$ cat config.mk
export PLATFORM = sky130hd
export DESIGN_NAME = tm_infer_seq_ctrl
export DESIGN_NICKNAME = d
export VERILOG_FILES = /design/src/rtl/tm_infer_pkg.sv /design/src/rtl/tm_infer_seq_ctrl_argmax.sv /design/src/rtl/tm_infer_seq_ctrl.sv
export SDC_FILE = /design/constraint.sdc
export NUM_CORES = 1
export LEC_CHECK = 0
export ABC_AREA = 1
export CORE_AREA = 2 2 219 221
export DETAILED_ROUTE_END_ITERATION = 8
export DIE_AREA = 0 0 221 223
export PLACE_DENSITY = 0.87
export RECOVER_POWER = 50
export SLEW_MARGIN = 10
export SYNTH_ARGS = -nofsm -noshare
export SYNTH_HDL_FRONTEND = slang
export SYNTH_SLANG_ARGS = --single-unit
$ cat constraint.sdc
create_clock -name clk -period 28.2 [get_ports clk]
set_input_delay 5.64 -clock clk [delete_from_list [all_inputs] [get_ports clk]]
set_output_delay 5.64 -clock clk [all_outputs]
set_load 0.02 [all_outputs]
$ cat src/rtl/tm_infer_pkg.sv
// Shared types and sizing helpers for the sequential inference controller.
// Default-derived constants describe the reference configuration. Modules
// recompute the same values from their own parameters with the helper functions.
package tm_infer_pkg;

  typedef enum logic [1:0] {
    IDLE   = 2'd0,
    SUM    = 2'd1,
    ARGMAX = 2'd2,
    OUT    = 2'd3
  } tm_state_t;

  // Clauses owned by each class
  function automatic int calc_p(input int clause_num, input int class_num);
    return clause_num / class_num;
  endfunction

  // Number of SUM cycles needed to walk one class
  function automatic int calc_k(input int clause_num, input int class_num, input int chunk);
    return (clause_num / class_num) / chunk;
  endfunction

  // Index width that stays at least one bit wide
  function automatic int idx_width(input int n);
    return (n > 1) ? $clog2(n) : 1;
  endfunction

  localparam int DEF_STAGE_NUM  = 13;
  localparam int DEF_CLAUSE_NUM = 200;
  localparam int DEF_CLASS_NUM  = 10;
  localparam int DEF_CHUNK      = 10;

  localparam int P     = calc_p(DEF_CLAUSE_NUM, DEF_CLASS_NUM);
  localparam int K     = calc_k(DEF_CLAUSE_NUM, DEF_CLASS_NUM, DEF_CHUNK);
  localparam int CNT_W = idx_width(DEF_STAGE_NUM);
  localparam int CHK_W = idx_width(K);
  localparam int IDX_W = idx_width(DEF_CLASS_NUM);

endpackage

$ cat src/rtl/tm_infer_seq_ctrl_argmax.sv
// Sequential signed argmax over the class sums. One class is examined per
// cycle from index 0 upward. Only a strictly greater value replaces the
// current best, so ties resolve to the lowest index.
module tm_class_argmax
  import tm_infer_pkg::*;
#(
  parameter int CLASS_NUM     = 10,
  parameter int WEIGHT_LENGTH = 9,
  localparam int IW           = idx_width(CLASS_NUM)
) (
  input  logic                                     clk,
  input  logic                                     rst,
  input  logic                                     start,
  input  logic [CLASS_NUM-1:0][WEIGHT_LENGTH-1:0]  sums,
  output logic                                     done,
  output logic [IW-1:0]                            best_idx
);

  logic                            running_reg;
  logic [IW-1:0]                   idx_reg;
  logic signed [WEIGHT_LENGTH-1:0] best_reg;
  logic [IW-1:0]                   best_idx_reg;
  logic signed [WEIGHT_LENGTH-1:0] cur;

  assign cur      = $signed(sums[idx_reg]);
  assign done     = running_reg && (idx_reg == IW'(CLASS_NUM - 1));
  assign best_idx = best_idx_reg;

  // Scan register: restart on start, otherwise step one class per cycle
  always_ff @(posedge clk or posedge rst) begin
    if (rst) begin
      running_reg  <= 1'b0;
      idx_reg      <= '0;
      best_reg     <= '0;
      best_idx_reg <= '0;
    end else if (start) begin
      running_reg <= 1'b1;
      idx_reg     <= '0;
    end else if (running_reg) begin
      if ((idx_reg == '0) || (cur > best_reg)) begin
        best_reg     <= cur;
        best_idx_reg <= idx_reg;
      end
      if (done) running_reg <= 1'b0;
      else      idx_reg     <= idx_reg + 1'b1;
    end
  end

endmodule

$ cat src/rtl/tm_infer_seq_ctrl.sv
// Inference top-level control: sequences input beats into the HCB chain,
// accumulates signed class sums from a clause snapshot, runs an argmax and
// returns the winning class over AXI-Stream.
// Optional build macro TM_OVERLAP_EN: keeps the input open while the engine
// works so the next sample can load, holding only its final beat back.
module tm_infer_seq_ctrl
  import tm_infer_pkg::*;
#(
  parameter int STAGE_NUM              = 13,
  parameter int CLAUSE_NUM             = 200,
  parameter int CLASS_NUM              = 10,
  parameter int WEIGHT_LENGTH          = 9,
  parameter int CHUNK                  = 10,
  parameter int C_M00_AXIS_TDATA_WIDTH = 64
) (
  input  logic                                  clk,
  input  logic                                  rst,
  input  logic                                  s_axis_tvalid,
  output logic                                  s_axis_tready,
  input  logic                                  s_axis_tlast,
  output logic [STAGE_NUM-1:0]                  stage_valid,
  input  logic [CLAUSE_NUM-1:0]                 clauses,
  output logic [CLASS_NUM*WEIGHT_LENGTH-1:0]    class_sums,
  output logic [C_M00_AXIS_TDATA_WIDTH-1:0]     m00_axis_tdata,
  output logic                                  m00_axis_tvalid,
  input  logic                                  m00_axis_tready,
  output logic                                  m00_axis_tlast,
  output logic                                  busy
);

  localparam int PER_CLASS  = calc_p(CLAUSE_NUM, CLASS_NUM);
  localparam int NUM_CHUNKS = calc_k(CLAUSE_NUM, CLASS_NUM, CHUNK);
  localparam int CW         = idx_width(STAGE_NUM);
  localparam int KW         = idx_width(NUM_CHUNKS);
  localparam int IW         = idx_width(CLASS_NUM);
  localparam logic signed [WEIGHT_LENGTH-1:0] W_ONE = WEIGHT_LENGTH'(1);

  // Static parameter checks
  if ((CLAUSE_NUM % CLASS_NUM) != 0) begin : g_chk_class
    $error("CLAUSE_NUM must be a multiple of CLASS_NUM");
  end
  if ((PER_CLASS % CHUNK) != 0) begin : g_chk_chunk
    $error("CHUNK must divide CLAUSE_NUM/CLASS_NUM");
  end
  if (((2 ** (WEIGHT_LENGTH - 1)) - 1) < (PER_CLASS / 2)) begin : g_chk_width
    $error("WEIGHT_LENGTH too narrow for the class sum range");
  end

  tm_state_t                              state_reg, state_next;
  logic [CW-1:0]                          cnt_reg;
  logic                                   accepted, final_beat, pending_reg;
  logic                                   tlast_acc_reg, tlast_beat_reg, tlast_out_reg;
  logic [CLAUSE_NUM-1:0]                  snap_reg;
  logic [KW-1:0]                          chunk_reg;
  logic [CLASS_NUM-1:0][WEIGHT_LENGTH-1:0] sums_reg, sums_upd;
  logic                                   sum_last, argmax_done;
  logic [IW-1:0]                          best_idx;

  assign final_beat = (cnt_reg == CW'(STAGE_NUM - 1));
  assign accepted   = s_axis_tvalid & s_axis_tready;
  assign sum_last   = (state_reg == SUM) && (chunk_reg == KW'(NUM_CHUNKS - 1));
  assign class_sums = sums_reg;

`ifdef TM_OVERLAP_EN
  // Early beats always load; the final one waits until the engine is free
  assign s_axis_tready = ~rst & (~final_beat | (state_reg == IDLE) |
                                 ((state_reg == OUT) & m00_axis_tready));
`else
  assign s_axis_tready = ~rst & (state_reg == IDLE);
`endif

  genvar gi;
  for (gi = 0; gi < STAGE_NUM; gi++) begin : g_stage
    assign stage_valid[gi] = accepted & (cnt_reg == CW'(gi));
  end

  // Beat counter, final-beat pulse and sticky TLAST tracking
  always_ff @(posedge clk or posedge rst) begin
    if (rst) begin
      cnt_reg        <= '0;
      pending_reg    <= 1'b0;
      tlast_acc_reg  <= 1'b0;
      tlast_beat_reg <= 1'b0;
    end else begin
      pending_reg <= accepted & final_beat;
      if (accepted) begin
        if (final_beat) begin
          cnt_reg        <= '0;
          tlast_beat_reg <= tlast_acc_reg | s_axis_tlast;
          tlast_acc_reg  <= 1'b0;
        end else begin
          cnt_reg       <= cnt_reg + 1'b1;
          tlast_acc_reg <= tlast_acc_reg | s_axis_tlast;
        end
      end
    end
  end

  // FSM state register
  always_ff @(posedge clk or posedge rst) begin
    if (rst) state_reg <= IDLE;
    else     state_reg <= state_next;
  end

  // FSM next-state logic
  always_comb begin
    state_next = state_reg;
    unique case (state_reg)
      IDLE:    if (pending_reg)     state_next = SUM;
      SUM:     if (sum_last)        state_next = ARGMAX;
      ARGMAX:  if (argmax_done)     state_next = OUT;
      OUT:     if (m00_axis_tready) state_next = IDLE;
      default:                      state_next = IDLE;
    endcase
  end

  // FSM outputs: result is driven only while presenting it
  always_comb begin
    m00_axis_tvalid = (state_reg == OUT);
    m00_axis_tdata  = '0;
    m00_axis_tlast  = 1'b0;
    if (state_reg == OUT) begin
      m00_axis_tdata = C_M00_AXIS_TDATA_WIDTH'(best_idx);
      m00_axis_tlast = tlast_out_reg;
    end
    busy = (state_reg != IDLE);
  end

  // Per-class signed popcount of the current chunk (even offset +1, odd -1)
  for (gi = 0; gi < CLASS_NUM; gi++) begin : g_class
    logic [CHUNK-1:0]                chunk_bits;
    logic signed [WEIGHT_LENGTH-1:0] delta;
    assign chunk_bits = snap_reg[gi*PER_CLASS + int'(chunk_reg)*CHUNK +: CHUNK];
    always_comb begin
      delta = '0;
      for (int j = 0; j < CHUNK; j++) begin
        if (chunk_bits[j]) begin
          if (((int'(chunk_reg) * CHUNK + j) % 2) == 0) delta = delta + W_ONE;
          else                                          delta = delta - W_ONE;
        end
      end
    end
    assign sums_upd[gi] = sums_reg[gi] + delta;
  end

  // Snapshot and accumulation: clear on SUM entry, add one chunk per SUM cycle
  always_ff @(posedge clk or posedge rst) begin
    if (rst) begin
      snap_reg      <= '0;
      chunk_reg     <= '0;
      sums_reg      <= '0;
      tlast_out_reg <= 1'b0;
    end else if ((state_reg == IDLE) && pending_reg) begin
      snap_reg      <= clauses;
      chunk_reg     <= '0;
      sums_reg      <= '0;
      tlast_out_reg <= tlast_beat_reg;
    end else if (state_reg == SUM) begin
      chunk_reg <= chunk_reg + 1'b1;
      sums_reg  <= sums_upd;
    end
  end

  tm_class_argmax #(
    .CLASS_NUM     (CLASS_NUM),
    .WEIGHT_LENGTH (WEIGHT_LENGTH)
  ) u_argmax (
    .clk      (clk),
    .rst      (rst),
    .start    (sum_last),
    .sums     (sums_reg),
    .done     (argmax_done),
    .best_idx (best_idx)
  );

endmodule

==> flow_metrics.py, run 1 <==
metrics = {
    "sta": {
        "min_period_ns": 13.35,
        "max_freq_ghz": 0.0749,
        "hold_violations": 0,
        "tightest_slew_ns": 5.56,
        "finalClockSkew_ns": 0.0238,
        "finalSetupTns_ns": 0,
        "slew-limit-headroom_pct": -273,
        "worst_hold_slack_ns": 0.470,
        "period_share_pct": 47.3,
        "maxSlewViolCount": 596,
        "rsz0062_at_grt": "no",
        "fin_ws_ns": 14.85,
        "setup_viol": 0,
    },
    "yosys": {
        "synth_xor_area_share_pct": 2.21,
        "yosys.area_share.simple_pct": 35.4,
        "synth_seq_cells": 319,
        "synth_top_family_by_area": "simple AND/OR/NAND/NOR gates",
        "synth_edf_count": 0,
        "synthAdderAreaFrac_pct": 9.93,
        "synth_compound_area_share_pct": 11.1,
        "synth_area_um2": 28000,
        "yosysWarnings": 0,
        "synth_area_leaders": "dfrtp_1 (29%), nand2_1 (20%), inv_1 (8.5%), ha_1 (8.5%), nand3_1 (6.0%)",
        "synth_top_cell_area_share_pct": 28.5,
        "synth.largest_area_cell": "dfrtp_1",
        "synth_flop_cell": "dfrtp_1",
        "seq_area_frac_synth_pct": 28.5,
        "synth_mux_area_share_pct": 0.215,
        "avgSynthCellArea_um2": 6.47,
        "syn_inst": 4325,
        "synthArstFlopShare_pct": 100,
        "synth_cell_types": 56,
    },
    "placed_design": {
        "port_buffers": 315,
        "gp_congestion": 0.978,
        "dpl.hpwl_um": 58500,
        "dp.cells": 5161,
        "dp_worst_setup_slack_ns": 14.92,
    },
    "clock_tree": {
        "clock-root-buffer": "clkbuf_16",
        "h-tree-depth": 2,
        "cts.path.max_buffers": 3,
        "cts_buffers": 37,
        "insertion_delay_ns": 0.57,
        "path_clk_slew_ns": 0.06,
        "cts_resized": 0,
        "cts_tree": "yes",
        "cts_setup_buffers": 0,
        "ctsHoldBuffers": 0,
        "clock_sink_count": 319,
    },
    "global_routing": {
        "grt_first_pass_wirelength_um": 126000,
        "overflow": 0,
        "grt_max_degree": 153,
        "grtUsageTotal_pct": 31.2,
        "antenna_found_initial": 5,
        "grt_pass1_vias": 25900,
    },
    "worst_setup_path": {
        "critPathMaxFanout": 10,
        "required_ns": 22.56,
        "cp-end-kind": "primary output",
        "critPathLaunchType": "input pin",
        "crit_arrival_ns": 7.71,
        "critPathKind": "in2out",
    },
    "floorplan": {
        "start_util_pct": 59.3,
        "core_um2": 47100,
        "num_io_pins": 376,
        "die_h_um": 223,
        "rows": 80,
        "die_width_um": 221,
        "dieArea_um2": 49300,
    },
    "layout": {
        "synthToLayoutAreaGrowth_pct": 16.2,
        "fin_cells": 5230,
        "fin_nets": 5000,
        "largest_reg_flops": 200,
        "final_layout_size_suffix_gt1_share_pct": 6.83,
        "nFillCells": 4015,
    },
    "routing": {
        "initialDrtViolationCount": 2104,
        "vias": 27700,
        "drt-pass1-iter-count": 6,
        "wl_per_cell_um": 14.7,
        "drt-vias-per-instance": 5.29,
        "postRouteAntennaNets": 0,
        "routed_wl_um": 76900,
        "drc": 0,
    },
    "job": {
        "cap_violations": 7,
    },
    "hold_path": {
        "hp-class": "reg2reg",
    },
    "outcome": {
        "violations": "max-capacitance violations, max-slew violations",
        "status": "complete, but fails checks",
    },
}
-- synthesized netlist by cell type, types with 9 or more instances --
cell,number
a21oi_1,99
buf_1,9
buf_4,60
buf_6,10
clkbuf_1,76
dfrtp_1,319
fa_1,20
ha_1,190
inv_1,636
inv_2,36
nand2_1,1470
nand2_2,80
nand3_1,333
nand3_2,23
nand3b_1,15
nand4_1,24
nor2_1,277
nor2_2,22
nor3_1,16
o211ai_1,9
o21ai_0,305
o21ai_1,39
o21ai_2,23
o21bai_1,13
o22ai_1,30
or2_2,35
xnor2_1,16
xor2_1,46
-- worst max-delay path: stages --
cell and delay (ns):
dlygate4sd3_1 0.58, nor2_1 0.15, nand2_1 0.21, inv_1 0.25
nand2_1 0.14, nor2_1 0.11, clkdlybuf4s50_1 0.61
-- cell usage in the layout, fill, tap and decap left out, types with 36 or more instances in the layout --
master,instances
inv_1,635
a21oi_1,99
clkbuf_16,37
o21ai_1,39
xor2_1,46
dfrtp_1,318
nor2_1,275
nand3_1,333
ha_1,190
conb_1,60
nand2_2,80
clkdlybuf4s50_1,313
inv_2,36
nand2_1,1470
o21ai_0,305
-- layer usage --
layer,vias to the layer above,global-route usage [%],part of all wire (%)
met4,2,15.3,4.9
met5,-,0,0.017
li1,14000,-,-
met2,948,50.2,44
met1,12500,41.5,44
met3,191,4.12,7.1
-- per-stage QoR --
step / area, µm² / utilization [%]
2_1_floorplan: 28200 / -
3_3_place_gp: 31300 / 66.4
3_5_place_dp: 31300 / 66.4
4_1_cts: 32500 / 69.0
5_1_grt: 32500 / 68.9
6_report: 32500 / 68.9
-- final timing paths --
path | depth (start not counted) | slack, ns | end | startpoint
max | 7 | 14.85 | stage_valid[7] | rst
min | 2 | 0.47 | snap_reg[30] | snap_reg[30]
max reg2reg | 8 | 18.62 | class_sums[14] | state_reg[0]
min reg2reg | 2 | 0.47 | snap_reg[30] | snap_reg[30]
max in group asynchronous | 3 | 16.32 | chunk_reg | rst
min in group asynchronous | 2 | 7.31 | snap_reg[9] | rst
-- layout make-up --
class,count,area (µm²),area share [%]
flip-flops and latches,319,7990,24.6
well taps,615,769,2.37
inverters,678,2550,7.84
repair buffers,328,3240,9.98
clock buffers,51,1040,3.20
clock inverters,14,203,0.624
multi-input cells,3221,16700,51.4
diodes,4,10.0,0.0308
-- logic make-up after synthesis --
family | after synthesis
AND/OR/NAND/NOR | 2320
XOR/XNOR | 66
adder cells (fa/ha/maj) | 210
AO/OA/AOI/OAI | 559
other | 1
flip-flops | 319
multiplexers | 6
buffers and inverters | 844
Power of run 1 is left out: the tool's default activity adds up to more than one toggle a clock period on the data nets, which glitch-free logic cannot reach.
==> run 2, diff against run 1 <==
--- a/config.mk
+++ b/config.mk
@@ -6,10 +6,10 @@
 export NUM_CORES = 1
 export LEC_CHECK = 0
 export ABC_AREA = 1
-export CORE_AREA = 2 2 219 221
+export CORE_AREA = 2 2 235 237
 export DETAILED_ROUTE_END_ITERATION = 8
-export DIE_AREA = 0 0 221 223
-export PLACE_DENSITY = 0.87
+export DIE_AREA = 0 0 237 239
+export PLACE_DENSITY = 0.8
 export RECOVER_POWER = 50
 export SLEW_MARGIN = 10
 export SYNTH_ARGS = -nofsm -noshare
==> constraint.sdc (replaced) <==
create_clock -name clk -period 10.7 [get_ports clk]
set_input_delay 2.14 -clock clk [delete_from_list [all_inputs] [get_ports clk]]
set_output_delay 2.14 -clock clk [all_outputs]
set_load 0.02 [all_outputs]
==> flow_metrics.py, run 2 (synthesized netlist as in run 1, its figures left out) <==
metrics = {
    "clock_tree": {
        "cts.path.max_buffers": 3,
        "cts_buffers": 38,
        "cts_resized": 0,
        "cts_setup_buffers": 0,
        "clock-root-buffer": "clkbuf_16",
        "clock_sink_count": 319,
        "ctsHoldBuffers": 0,
        "h-tree-depth": 2,
        "insertion_delay_ns": 0.58,
        "cts_tree": "yes",
        "path_clk_slew_ns": 0.06,
    },
    "sta": {
        "maxSlewViolCount": 491,
        "setup_viol": 0,
        "slew-limit-headroom_pct": -165,
        "period_share_pct": 81.7,
        "max_freq_ghz": 0.114,
        "rsz0062_at_grt": "no",
        "finalClockSkew_ns": 0.0225,
        "min_period_ns": 8.74,
        "tightest_slew_ns": 3.97,
        "finalSetupTns_ns": 0,
        "hold_violations": 0,
    },
    "placed_design": {
        "dpl.hpwl_um": 60800,
        "port_buffers": 315,
        "gp_congestion": 0.954,
    },
    "worst_setup_path": {
        "slowest_delay_ns": 2.97,
        "cp_num_buf_inv": 4,
        "slowest_stage": "clkinvlp_2",
        "crit_arrival_ns": 9.24,
        "path_delay_family": "buffers and inverters",
        "regToRegSetupSlack_ns": 1.96,
        "r2r-end": "class_sums[42]",
        "cp-end-kind": "flip-flop",
        "critPathLaunchType": "flip-flop",
        "r2r-start": "state_reg[0]",
        "critPathMaxFanout": 99,
        "critPathKind": "reg2reg",
        "cp_common_cell": "o21ai_0",
        "cp_cell_sequence": "inv_1 -> ha_1 -> nand2_1 -> clkinvlp_2 -> clkbuf_1 -> nor2_4 -> buf_4 -> o21ai_0 -> o21ai_0",
        "required_ns": 11.19,
        "r2r_cells": 9,
    },
    "global_routing": {
        "overflow": 0,
        "grt_pass1_vias": 25500,
        "grt_max_degree": 149,
        "antenna_found_initial": 4,
        "grtUsageTotal_pct": 27.9,
        "grt_first_pass_wirelength_um": 128000,
    },
    "hold_path": {
        "min_from": "snap_reg[148]",
        "hp-class": "reg2reg",
        "holdPathEnd": "snap_reg[148]",
        "holdPathStages": 2,
    },
    "layout": {
        "nFillCells": 4945,
        "synthToLayoutAreaGrowth_pct": 16.7,
        "final_layout_size_suffix_gt1_share_pct": 6.98,
        "fin_nets": 5003,
        "largest_reg_flops": 200,
        "layout_commonest_cell": "nand2_1",
        "final_cell_mix": "nand2_1 (1470), inv_1 (635), nand3_1 (333)",
    },
    "routing": {
        "postRouteAntennaNets": 0,
        "vias": 27400,
        "drc": 0,
        "drt-pass1-iter-count": 6,
        "drt-vias-per-instance": 5.16,
        "routed_wl_um": 78600,
        "wl_per_cell_um": 14.8,
        "initialDrtViolationCount": 2154,
    },
    "floorplan": {
        "start_util_pct": 51.5,
        "rows": 86,
        "die_width_um": 237,
        "num_io_pins": 376,
        "die_h_um": 239,
        "dieArea_um2": 56600,
        "core_um2": 54300,
    },
    "job": {
        "cap_violations": 6,
    },
    "outcome": {
        "violations": "max-capacitance violations, max-slew violations",
        "status": "complete, but fails checks",
    },
}
-- run 2: cell count changes in the layout (fill, tap and decap cells not counted) --
cell,before,now
dlygate4sd3_1,2,50
bufinv_16,5,2
inv_6,0,1
clkbuf_16,37,39
clkdlybuf4s50_1,313,265
clkbuf_2,0,1
clkbuf_1,13,7
buf_4,7,9
clkinv_2,7,9
clkinv_4,2,1
clkbuf_8,6,8
buf_12,1,2
-- run 2: final cells by class --
cell class | count | area, µm² | area share, %
multi-input cells | 3221 | 16700 | 51.2
well taps | 704 | 881 | 2.70
flip-flops and latches | 319 | 7990 | 24.5
diodes | 4 | 10.0 | 0.0307
clock inverters | 13 | 123 | 0.376
inverters | 678 | 2550 | 7.81
clock buffers | 51 | 1100 | 3.37
repair buffers | 330 | 3280 | 10.0
-- run 2: how the worst max path moves through the flow --
stage / from / endpoint / slack (ns) / cells past startpoint
floorplan: chunk_reg / class_sums[62] / 2.68 / 48
global placement: chunk_reg / class_sums[89] / 2.41 / 50
detailed placement: chunk_reg / class_sums[89] / 2.20 / 50
CTS: chunk_reg / class_sums[89] / 2.19 / 50
global route: state_reg[0] / class_sums[42] / 0.80 / 9
finish: state_reg[0] / class_sums[42] / 1.96 / 9
-- run 2: worst register-to-register path: cells and delay by family, from the launching register on --
family,cells,cell delay [ns]
adders and majority gates,1,0.24
DFF,1,0.38
buffers and inverters,4,5.75
and+or+nand+nor,2,1.87
AOI/OAI and AO/OA,2,0.43
-- run 2: layer usage --
metal / up-vias / track usage (%) / routed length, µm
li1: 14000 / - / -
met1: 12400 / 37.7 / 35000
met2: 884 / 44.9 / 34700
met3: 159 / 3.52 / 5430
met4: 0 / 12.7 / 3490
met5: - / 0 / 0
-- run 2: stage by stage --
stage / util, % / area (µm²) / worst slack [ns] / hold slack (ns) / cells
detailed placement: 57.8 / 31400 / 2.20 / 0.458 / 5252
global placement: 57.8 / 31400 / 2.41 / 0.454 / 5252
floorplan: - / 28200 / 2.68 / 0.441 / 4384
global route: 60.0 / 32600 / 0.800 / 0.490 / 5320
CTS: 60.1 / 32700 / 2.19 / 0.476 / 5316
finish: 60.0 / 32600 / 1.96 / 0.470 / 5320
Power of run 2 is left out for the same reason.
